File: src/rtl/flex_updown_counter_if.sv
// Control/status bundle for flex_updown_counter.
// The master drives the control inputs and observes the counter state;
// the counter itself connects through the slave modport.
interface flex_updown_counter_if #(
   parameter int NUM_CNT_BITS  = 8,
   parameter int WRAP_CNT_BITS = 4
);
   logic                     clear;
   logic                     load;
   logic [NUM_CNT_BITS-1:0]  load_val;
   logic                     count_enable;
   logic                     count_up;
   logic                     saturate;
   logic                     one_shot;
   logic [NUM_CNT_BITS-1:0]  rollover_val;
   logic [NUM_CNT_BITS-1:0]  count_out;
   logic                     rollover_flag;
   logic                     wrap_pulse;
   logic [WRAP_CNT_BITS-1:0] wrap_count;
   logic                     halted;

   modport master (
      output clear, load, load_val, count_enable, count_up, saturate, one_shot, rollover_val,
      input  count_out, rollover_flag, wrap_pulse, wrap_count, halted
   );

   modport slave (
      input  clear, load, load_val, count_enable, count_up, saturate, one_shot, rollover_val,
      output count_out, rollover_flag, wrap_pulse, wrap_count, halted
   );
endinterface

File: src/rtl/flex_updown_counter.sv
// Up/down counter over 1..rollover_val with wrap or saturate at the terminal
// value, parallel load, one-shot halt, wrap pulse and a saturating wrap tally.
// All outputs come straight from registers.
module flex_updown_counter #(
   parameter int NUM_CNT_BITS  = 8,
   parameter int WRAP_CNT_BITS = 4
) (
   input  logic                 clk,
   input  logic                 rst,
   flex_updown_counter_if.slave bus
);

   typedef enum logic {RUN = 1'b0, HALT = 1'b1} state_t;

   localparam logic [NUM_CNT_BITS-1:0]  CNT_ONE = NUM_CNT_BITS'(1);
   localparam logic [WRAP_CNT_BITS-1:0] WC_ONE  = WRAP_CNT_BITS'(1);
   localparam logic [WRAP_CNT_BITS-1:0] WC_MAX  = '1;

   state_t                   state_q, state_d;
   logic [NUM_CNT_BITS-1:0]  count_q, count_d;
   logic                     flag_q, flag_d;
   logic                     pulse_q, pulse_d;
   logic [WRAP_CNT_BITS-1:0] wc_q, wc_d;

   logic [NUM_CNT_BITS-1:0]  step_cnt;
   logic                     step_wrap;
   logic                     step_hit;
   logic                     step_ok;

   // A zero range makes every step a no-op: no movement, no wrap, no flag.
   assign step_ok = bus.count_enable && (bus.rollover_val != '0);

   // Candidate count for one step. Comparing with >= / <= (rather than ==)
   // also catches out-of-range values left behind by a load, so count+1 can
   // never overflow the register.
   always_comb begin
      step_cnt  = count_q;
      step_wrap = 1'b0;
      if (bus.count_up) begin
         if (count_q < bus.rollover_val) begin
            step_cnt = count_q + CNT_ONE;
         end else if (bus.saturate) begin
            step_cnt = bus.rollover_val;
         end else begin
            step_cnt  = CNT_ONE;
            step_wrap = 1'b1;
         end
      end else begin
         if (count_q > CNT_ONE) begin
            step_cnt = count_q - CNT_ONE;
         end else if (bus.saturate) begin
            step_cnt = CNT_ONE;
         end else begin
            step_cnt  = bus.rollover_val;
            step_wrap = 1'b1;
         end
      end
      step_hit = (step_cnt == (bus.count_up ? bus.rollover_val : CNT_ONE));
   end

   // Next state: clear > load > enabled step > hold; HALT ignores enable.
   always_comb begin
      state_d = state_q;
      count_d = count_q;
      flag_d  = flag_q;
      pulse_d = 1'b0;
      wc_d    = wc_q;
      if (bus.clear) begin
         state_d = RUN;
         count_d = '0;
         flag_d  = 1'b0;
         wc_d    = '0;
      end else if (bus.load) begin
         state_d = RUN;
         count_d = bus.load_val;
         flag_d  = 1'b0;
      end else begin
         case (state_q)
            RUN: begin
               if (step_ok) begin
                  count_d = step_cnt;
                  flag_d  = step_hit;
                  pulse_d = step_wrap;
                  if (step_wrap && (wc_q != WC_MAX)) wc_d = wc_q + WC_ONE;
                  if (bus.one_shot && step_hit) state_d = HALT;
               end else begin
                  flag_d = 1'b0;
               end
            end
            HALT: begin
               // Everything holds (flag stays at the 1 it was set to on entry).
            end
         endcase
      end
   end

   // State and output registers.
   always_ff @(posedge clk or posedge rst) begin
      if (rst) begin
         state_q <= RUN;
         count_q <= '0;
         flag_q  <= 1'b0;
         pulse_q <= 1'b0;
         wc_q    <= '0;
      end else begin
         state_q <= state_d;
         count_q <= count_d;
         flag_q  <= flag_d;
         pulse_q <= pulse_d;
         wc_q    <= wc_d;
      end
   end

   assign bus.count_out     = count_q;
   assign bus.rollover_flag = flag_q;
   assign bus.wrap_pulse    = pulse_q;
   assign bus.wrap_count    = wc_q;
   assign bus.halted        = (state_q == HALT);

endmodule

File: src/flat_wrapper.sv
// flat-port wrapper written by rule: the top's interface ports become plain ports
module flex_updown_counter_flat 
#(
   parameter int NUM_CNT_BITS  = 8,
   parameter int WRAP_CNT_BITS = 4
)
  (clk, rst, bus_clear, bus_load, bus_load_val, bus_count_enable, bus_count_up, bus_saturate, bus_one_shot, bus_rollover_val, bus_count_out, bus_rollover_flag, bus_wrap_pulse, bus_wrap_count, bus_halted);
  flex_updown_counter_if #(.NUM_CNT_BITS(NUM_CNT_BITS), .WRAP_CNT_BITS(WRAP_CNT_BITS)) bus_i ();
  input  logic clk;
  input  logic rst;
  input wire logic [$bits(bus_i.clear)-1:0] bus_clear;
  input wire logic [$bits(bus_i.load)-1:0] bus_load;
  input wire logic [$bits(bus_i.load_val)-1:0] bus_load_val;
  input wire logic [$bits(bus_i.count_enable)-1:0] bus_count_enable;
  input wire logic [$bits(bus_i.count_up)-1:0] bus_count_up;
  input wire logic [$bits(bus_i.saturate)-1:0] bus_saturate;
  input wire logic [$bits(bus_i.one_shot)-1:0] bus_one_shot;
  input wire logic [$bits(bus_i.rollover_val)-1:0] bus_rollover_val;
  output wire logic [$bits(bus_i.count_out)-1:0] bus_count_out;
  output wire logic [$bits(bus_i.rollover_flag)-1:0] bus_rollover_flag;
  output wire logic [$bits(bus_i.wrap_pulse)-1:0] bus_wrap_pulse;
  output wire logic [$bits(bus_i.wrap_count)-1:0] bus_wrap_count;
  output wire logic [$bits(bus_i.halted)-1:0] bus_halted;
  assign bus_i.clear = bus_clear;
  assign bus_i.load = bus_load;
  assign bus_i.load_val = bus_load_val;
  assign bus_i.count_enable = bus_count_enable;
  assign bus_i.count_up = bus_count_up;
  assign bus_i.saturate = bus_saturate;
  assign bus_i.one_shot = bus_one_shot;
  assign bus_i.rollover_val = bus_rollover_val;
  assign bus_count_out = bus_i.count_out;
  assign bus_rollover_flag = bus_i.rollover_flag;
  assign bus_wrap_pulse = bus_i.wrap_pulse;
  assign bus_wrap_count = bus_i.wrap_count;
  assign bus_halted = bus_i.halted;
  flex_updown_counter #(.NUM_CNT_BITS(NUM_CNT_BITS), .WRAP_CNT_BITS(WRAP_CNT_BITS)) u_core (.clk(clk), .rst(rst), .bus(bus_i));
endmodule
File: config.mk
export PLATFORM = sky130hd
export DESIGN_NAME = flex_updown_counter_flat
export DESIGN_NICKNAME = d
export VERILOG_FILES = /design/src/rtl/flex_updown_counter_if.sv /design/src/rtl/flex_updown_counter.sv /design/src/flat_wrapper.sv
export SDC_FILE = /design/constraint.sdc
export NUM_CORES = 1
export LEC_CHECK = 0
export BUFFER_PORTS_ARGS = -buffer_cell sky130_fd_sc_hd__buf_2
export CAP_MARGIN = 30
export CORE_MARGIN = 5
export CORE_UTILIZATION = 40
export DETAILED_ROUTE_END_ITERATION = 12
export PLACE_DENSITY_LB_ADDON = 0.15
export SLEW_MARGIN = 20
export SYNTH_ARGS = -nofsm -noshare
export SYNTH_HDL_FRONTEND = slang
export SYNTH_SLANG_ARGS = --single-unit
File: constraint.sdc
create_clock -name clk -period 3.8 [get_ports clk]
set_clock_uncertainty 0.2 [all_clocks]
set_input_delay 0.76 -clock clk [delete_from_list [all_inputs] [get_ports clk]]
set_output_delay 0.76 -clock clk [all_outputs]
set_load 0.01 [all_outputs]
# Word level (Yosys, flattened, before mapping)
# Index checks and enable logic that the tools add are counted.
classes:
  n_mul: 0
  eq_ne: 5
  bitwise_logic: 0
  n_mux: 32
  n_reduce_logical: 9
  n_shift: 0
  n_lt_le_gt_ge: 2
  addsub: 3
  div: 0
op_table:
  columns: ["cell", "n"]
  rows:
  - ["2-to-1 mux 8 bit", 10]
  - ["2-to-1 mux 4 bit", 5]
  - ["2-to-1 mux 1 bit", 17]
  - ["adder 8 x 1 -> 8 bit, second input constant", 1]
  - ["== test 8 bit", 1]
  - ["greater-than comparator 8 x 1 -> 1 bit, second input constant", 1]
  - ["less-than comparator 8 bit", 1]
  - ["nonzero test 8 bit", 1]
  - ["subtractor 8 x 1 -> 8 bit, second input constant", 1]
  - ["adder 4 x 1 -> 4 bit, second input constant", 1]
  - ["!= test 2 bit, second input constant", 2]
  - ["!= test 4 bit, second input constant", 1]
  - ["AND reduction 4 bit", 1]
  - ["nonzero test 2 bit", 2]
  - ["logical AND 1 bit", 3]
  - ["!= test 3 bit, second input constant", 1]
  - ["nonzero test 3 bit", 1]
  - ["AND reduction 2 bit", 1]
word_totals:
  out_inout_bits: 15
  regBits: 15
  romBits: 0
  memories: 0
  elab_cells: 56
  mem_bits_rw: 0
  input_bits: 24
  latchBits: 0

# Longest topological paths before layout
depth:
  word_depth: 10
  depth_mapped: 12
  mapped_depth_nobuf: 9

# Worst setup path before layout
# No wires, ideal clock.
synth_path:
  path_type: "input port to flip-flop"
  startpoint: "input port bus_rollover_val[6]"
  endpoint: "register u_core.wc_q[3], in the netlist u_core.bus.wrap_count[3]"
  cell_stages: 10
  setup_slack_ps: 640
  required_ps: 3468
  t_arrival_ps: 2829
  setup_ps: 132
  path_buffers: 1
  cell_sequence: "clkbuf_1 inv_1 ha_1 nand4_1 a21oi_1 a211oi_2 nor4_1 nand4_1 xor2_1 nor2_1"
synth_between:
  elab_chain_len: 6
  elab_cells_between_ends: 9
  cone_classes: "order compare: 1; mux: 2; reduce/logical: 6"
synth_lines:
  columns: ["item", "line", "text"]
  rows:
  - ["start: declaration", "flat_wrapper.sv:18", "input wire logic [$bits(bus_i.rollover_val)-1:0] bus_rollover_val;"]
  - ["less-than comparator 8 bit", "flex_updown_counter.sv:40", "if (count_q < bus.rollover_val) begin"]
  - ["2-to-1 mux 1 bit", "flex_updown_counter.sv:40", null]
  - ["2-to-1 mux 1 bit", "flex_updown_counter.sv:39", "if (bus.count_up) begin"]
  - ["logical AND 1 bit", "flex_updown_counter.sv:84", "if (step_wrap && (wc_q != WC_MAX)) wc_d = wc_q + WC_ONE;"]
  - ["nonzero test 2 bit (no source line)", null, null]
  - ["AND reduction 4 bit (no source line) (*)", null, null]
  - ["end signal: assignment", "flex_updown_counter.sv:110", "wc_q <= wc_d;"]
  - ["end: declaration", "flex_updown_counter.sv:23", "logic [WRAP_CNT_BITS-1:0] wc_q, wc_d;"]
# Every way passes the cells marked *; elsewhere a longest branch is shown, timed or not.
# A chain may end at the register's enable or synchronous reset.

# Final worst setup path
layout_path:
  startpoint: "input port bus_rollover_val[7]"
  endpoint: "register u_core.state_q, in the netlist u_core.bus.halted"
layout_between:
  elab_chain_len: 10
  elab_cells_between_ends: 16
  cone_classes: "order compare: 1; eq/ne: 1; mux: 11; reduce/logical: 3"
layout_lines:
  columns: ["item", "line", "text"]
  rows:
  - ["less-than comparator 8 bit (tied with other cells)", "flex_updown_counter.sv:40", null]
  - ["2-to-1 mux 8 bit (on tied branches)", "flex_updown_counter.sv:40, flex_updown_counter.sv:49", null]
  - ["2-to-1 mux 8 bit", "flex_updown_counter.sv:39", null]
  - ["== test 8 bit", "flex_updown_counter.sv:58", "step_hit = (step_cnt == (bus.count_up ? bus.rollover_val : CNT_ONE));"]
  - ["logical AND 1 bit", "flex_updown_counter.sv:85", "if (bus.one_shot && step_hit) state_d = HALT;"]
  - ["2-to-1 mux 1 bit", "flex_updown_counter.sv:85", null]
  - ["2-to-1 mux 1 bit (*)", "flex_updown_counter.sv:80", "if (step_ok) begin"]
  - ["2-to-1 mux 1 bit (*)", "flex_updown_counter.sv:78", "case (state_q)"]
  - ["2-to-1 mux 1 bit (*)", "flex_updown_counter.sv:73", "end else if (bus.load) begin"]
  - ["2-to-1 mux 1 bit (*)", "flex_updown_counter.sv:68", "if (bus.clear) begin"]
  - ["via u_core.state_d", "flex_updown_counter.sv:19", "state_t state_q, state_d;"]
  - ["end signal: assignment", "flex_updown_counter.sv:106", "state_q <= state_d;"]
  - ["end: declaration", "flex_updown_counter.sv:19", null]
# Mark *: on every way through the listed nets, which the timed path passes. The rest lies on a longest branch.

==> results.txt <==
- Placed wire-length estimate: 4820 microns
- The area growth from synthesis to layout is 13.8%.
- For this run, asynchronously set or reset flops after synthesis account for 1.00.
* Antenna violations before repair: 0
- The most critical setup path has its endpoint at u_core.bus.halted.
- Path type of the worst setup path: in -> reg
- Synthesized net count: 284
- Max-cap violations: 0
* Flop-to-flop setup slack: 580 ps
* Initial core utilization: 0.420
* Static power due to leakage: 0.950 nW
- Dividing total power by cell area gives a power density of 269 nW/um^2.
- For this run, the post-layout net count is 314.
* Clock root cell: sky130_fd_sc_hd__clkbuf_8
- Number of failing setup endpoints in the final timing report: 0
- Post-detailed-route count of antenna-violating nets: 0
- Buffer and inverter count on the worst path: 2
- For this run the aggregate overflow at the end of global routing stands at 0.
- Vias in the first global route: 1,934
- Data required time at the worst endpoint: 3780 ps
* CTS H-tree depth: 1
- Top-Level Pins: 39
* Post-synthesis instance total: 249
- Measured along the y axis, the die boundary spans 78.3 microns.
- Final Critical Period: 3380 ps
- Total wirelength of the detailed-routed design: 6200 microns
- The worst register-to-register path begins at u_core.bus.count_out[7].
- Entering global routing, the biggest net connects 23 pins.
* Critical Path Start Type: primary input
- Dividing the detail-routed wire length by the instance count gives 18.8 microns.
* Longest individual stage delay on the worst path: 540 ps
- Number of placed instances with taps included: 326
* Postcts setup bufs: 0
- Number of flip-flops and latches in the synthesized netlist: 15
- Hold Crit Class: in -> async
* Die X: 78.3 microns
- Crit path max fanout: 4
- After the first detailed-routing iteration, the DRC count stood at 242.
- At the end of routability-driven placement, the weighted congestion stood at 1.01.
- First-pass GRT wire length: 10,000 microns
- Clock tree synthesis inserted a total of 3 buffers.
- Multi-input combinational cell area: 1340 sq um
- Post-layout instance count excluding filler cells: 330
- The die covers 6130 sq um.
- End of the worst register-to-register path: u_core.bus.halted
* Clock latency on the worst-skew pair: 250 ps
* Worst EP arrival: 3360 ps
- TritonCTS built the clock tree.
- The biggest area contributor in the post-synthesis netlist is sky130_fd_sc_hd__dfrtp_1.
* Synthesized area per cell: 7.49 sq um
- By area the synthesized netlist is led by sky130_fd_sc_hd__dfrtp_1, sky130_fd_sc_hd__ha_1, sky130_fd_sc_hd__a21oi_1.
* Nature of the critical path endpoint: register
- For this run, the leading register cell type out of synthesis is sky130_fd_sc_hd__dfrtp_1.
- In this run the core area contains 24 standard-cell rows.
- The Yosys step of the flow raised 0 warnings.
- Outcome: finished, final reports clean
- Adding up every negative setup slack in the final design gives 0 ps.
- Buffer levels on the longest clock path: 2
- Measured in cells, the most critical reg-to-reg path has a length of 8.
- Registers take 375 sq um.
- Diodes inserted: 0
- Critical path's most frequent cell: sky130_fd_sc_hd__a2111oi_0
* Sequential share of the synthesized area: 0.201
- The region available for standard cell placement spans 4440 sq um.
* Number of buffers added on ports: 38
- In the final layout, the share of cells above drive strength 1 is 0.198.
- Share of the synthesized area in the top cell type: 0.201
- VDD IR-drop max: 0.000186 V
- In this design, the largest share of critical-path delay is due to compound AO/OA/AOI/OAI gates.
- In this run the number of cells on the critical path is 10.
- Synth unique cells: 54
* Count of hold buffers inserted by post-cts repair: 0
- For this run, the top clock speed supported by timing is 0.296 GHz.
- The routed layout has 2,017 vias.
- After detailed routing, the number of vias per cell comes to 6.11.
- Number of enable flip-flop cells after synthesis: 0
- Count of final max-slew check failures: 0
- Global-route total usage across every layer: 0.206
- Number of iterations in the first detailed-routing pass: 5
- Count of clock tree sinks: 15
- Setup repair after global routing missed its margin: false
- Cells resized by post-CTS repair: 0
* Ordered list of cells on the worst path: buf_2, inv_1, ha_1, a21oi_1, o21ai_0, a2111oi_0, o311ai_0, a2111oi_0, and4b_1, a32o_1
- Detailed-route DRC error count: 0
* Clock transition at path regs: 70 ps
- Of the available clock period, the critical path in the final layout requires 0.889.
- In this run the worst setup path begins at bus_rollover_val[7].
- Counting the fill cells in the layout gives 466.
- In this run the tightest slew margin relative to its limit is 0.610.
* Library cell contributing the largest single delay on the critical path: sky130_fd_sc_hd__a2111oi_0
* Transition time at the pin with the least slew margin: 585 ps
- The hold violation count in the final report is 0.
* Area of the mapped netlist: 1870 sq um
-- synthesized netlist by cell type, drive strengths merged (4+ instances only) --
master	count
o211ai	4
nand3	7
nor2b	5
ha	11
clkbuf	12
mux2i	5
xnor2	13
inv	18
a211oi	6
nor2	22
o21ai	15
nor3	7
a211o	4
dfrtp	15
a21oi	24
buf	6
nand2	20
-- through the flow --
stage	hold slack [ps]	setup WS, ps	cell area (sq um)	utilization	power (mW)
floorplan	382	640	1870	-	0.361
global placement	344	306	2070	0.467	0.438
detailed placement	357	267	2070	0.467	0.436
CTS	371	514	2120	0.478	0.573
global route	402	59.8	2120	0.478	0.611
finish	360	422	2120	0.478	0.572
-- routing by layer --
metal | global-route usage | share of wire
met5 | 0 | 0
met4 | 0.0542 | 0.016
met3 | 0.0423 | 0.083
met2 | 0.330 | 0.46
met1 | 0.283 | 0.44
-- power breakdown --
group,switching (mW),total (mW),internal (mW)
Sequential,0.0224,0.189,0.167
Combinational,0.148,0.250,0.101
Clock,0.0597,0.133,0.0737
-- sequential cells by signal (all words and copies together), names as in the netlist --
| register | count |
|---|---|
| u_core.bus.count_out | 8 |
| u_core.bus.halted | 1 |
| u_core.bus.rollover_flag | 1 |
| u_core.bus.wrap_count | 4 |
| u_core.bus.wrap_pulse | 1 |
-- cell usage in the layout, fill, tap and decap left out, types with 2 or more instances in the layout --
cell / n
sky130_fd_sc_hd__a2111oi_0: 3
sky130_fd_sc_hd__a211o_1: 4
sky130_fd_sc_hd__a211oi_1: 5
sky130_fd_sc_hd__a21o_1: 2
sky130_fd_sc_hd__a21oi_1: 23
sky130_fd_sc_hd__a221oi_1: 3
sky130_fd_sc_hd__a311o_1: 3
sky130_fd_sc_hd__a31oi_1: 2
sky130_fd_sc_hd__a32o_1: 2
sky130_fd_sc_hd__and3_1: 2
sky130_fd_sc_hd__and4_1: 2
sky130_fd_sc_hd__buf_2: 38
sky130_fd_sc_hd__buf_4: 5
sky130_fd_sc_hd__clkbuf_8: 3
sky130_fd_sc_hd__dfrtp_1: 15
sky130_fd_sc_hd__ha_1: 11
sky130_fd_sc_hd__inv_1: 18
sky130_fd_sc_hd__mux2i_1: 5
sky130_fd_sc_hd__nand2_1: 20
sky130_fd_sc_hd__nand3_1: 7
sky130_fd_sc_hd__nand4_1: 2
sky130_fd_sc_hd__nor2_1: 22
sky130_fd_sc_hd__nor2b_1: 5
sky130_fd_sc_hd__nor3_1: 6
sky130_fd_sc_hd__nor3b_1: 3
sky130_fd_sc_hd__nor4_1: 2
sky130_fd_sc_hd__o211ai_1: 4
sky130_fd_sc_hd__o21ai_0: 15
sky130_fd_sc_hd__o311ai_0: 3
sky130_fd_sc_hd__or3_1: 3
sky130_fd_sc_hd__or4_1: 3
sky130_fd_sc_hd__xnor2_1: 13
sky130_fd_sc_hd__xor2_1: 3
-- cell families (layout without fill, tap and decap cells) --
kind of cell	after synthesis	count (layout)	share of synthesized area
flops	15	15	0.201
simple gates	85	85	0.239
xor+xnor	16	16	0.0751
compound gates	80	80	0.297
mux	6	6	0.0329
fa+ha+maj	11	11	0.0738
buf+inv	36	65	0.0811
-- area by class of cell --
type / instances / share of cell area
clock buffers: 3 / 0.0194
clock inverters: 1 / 0.00354
inverters: 18 / 0.0318
multi-input cells: 198 / 0.631
flip-flops and latches: 15 / 0.177
well taps: 52 / 0.0306
repair buffers: 43 / 0.107
-- how the worst min path moves through the flow --
stage                                   from  slack [ps]                       end  cells after the start
floorplan                  u_core.bus.halted         380         u_core.bus.halted                      1
global placement           u_core.bus.halted         340         u_core.bus.halted                      1
detailed placement  u_core.bus.wrap_count[3]         360  u_core.bus.wrap_count[3]                      2
CTS                                      rst         370  u_core.bus.wrap_count[2]                      2
global route        u_core.bus.wrap_count[3]         400  u_core.bus.wrap_count[3]                      2
finish                                   rst         360     u_core.bus.wrap_pulse                      2
No activity file was read; power rests on OpenSTA's default activity.
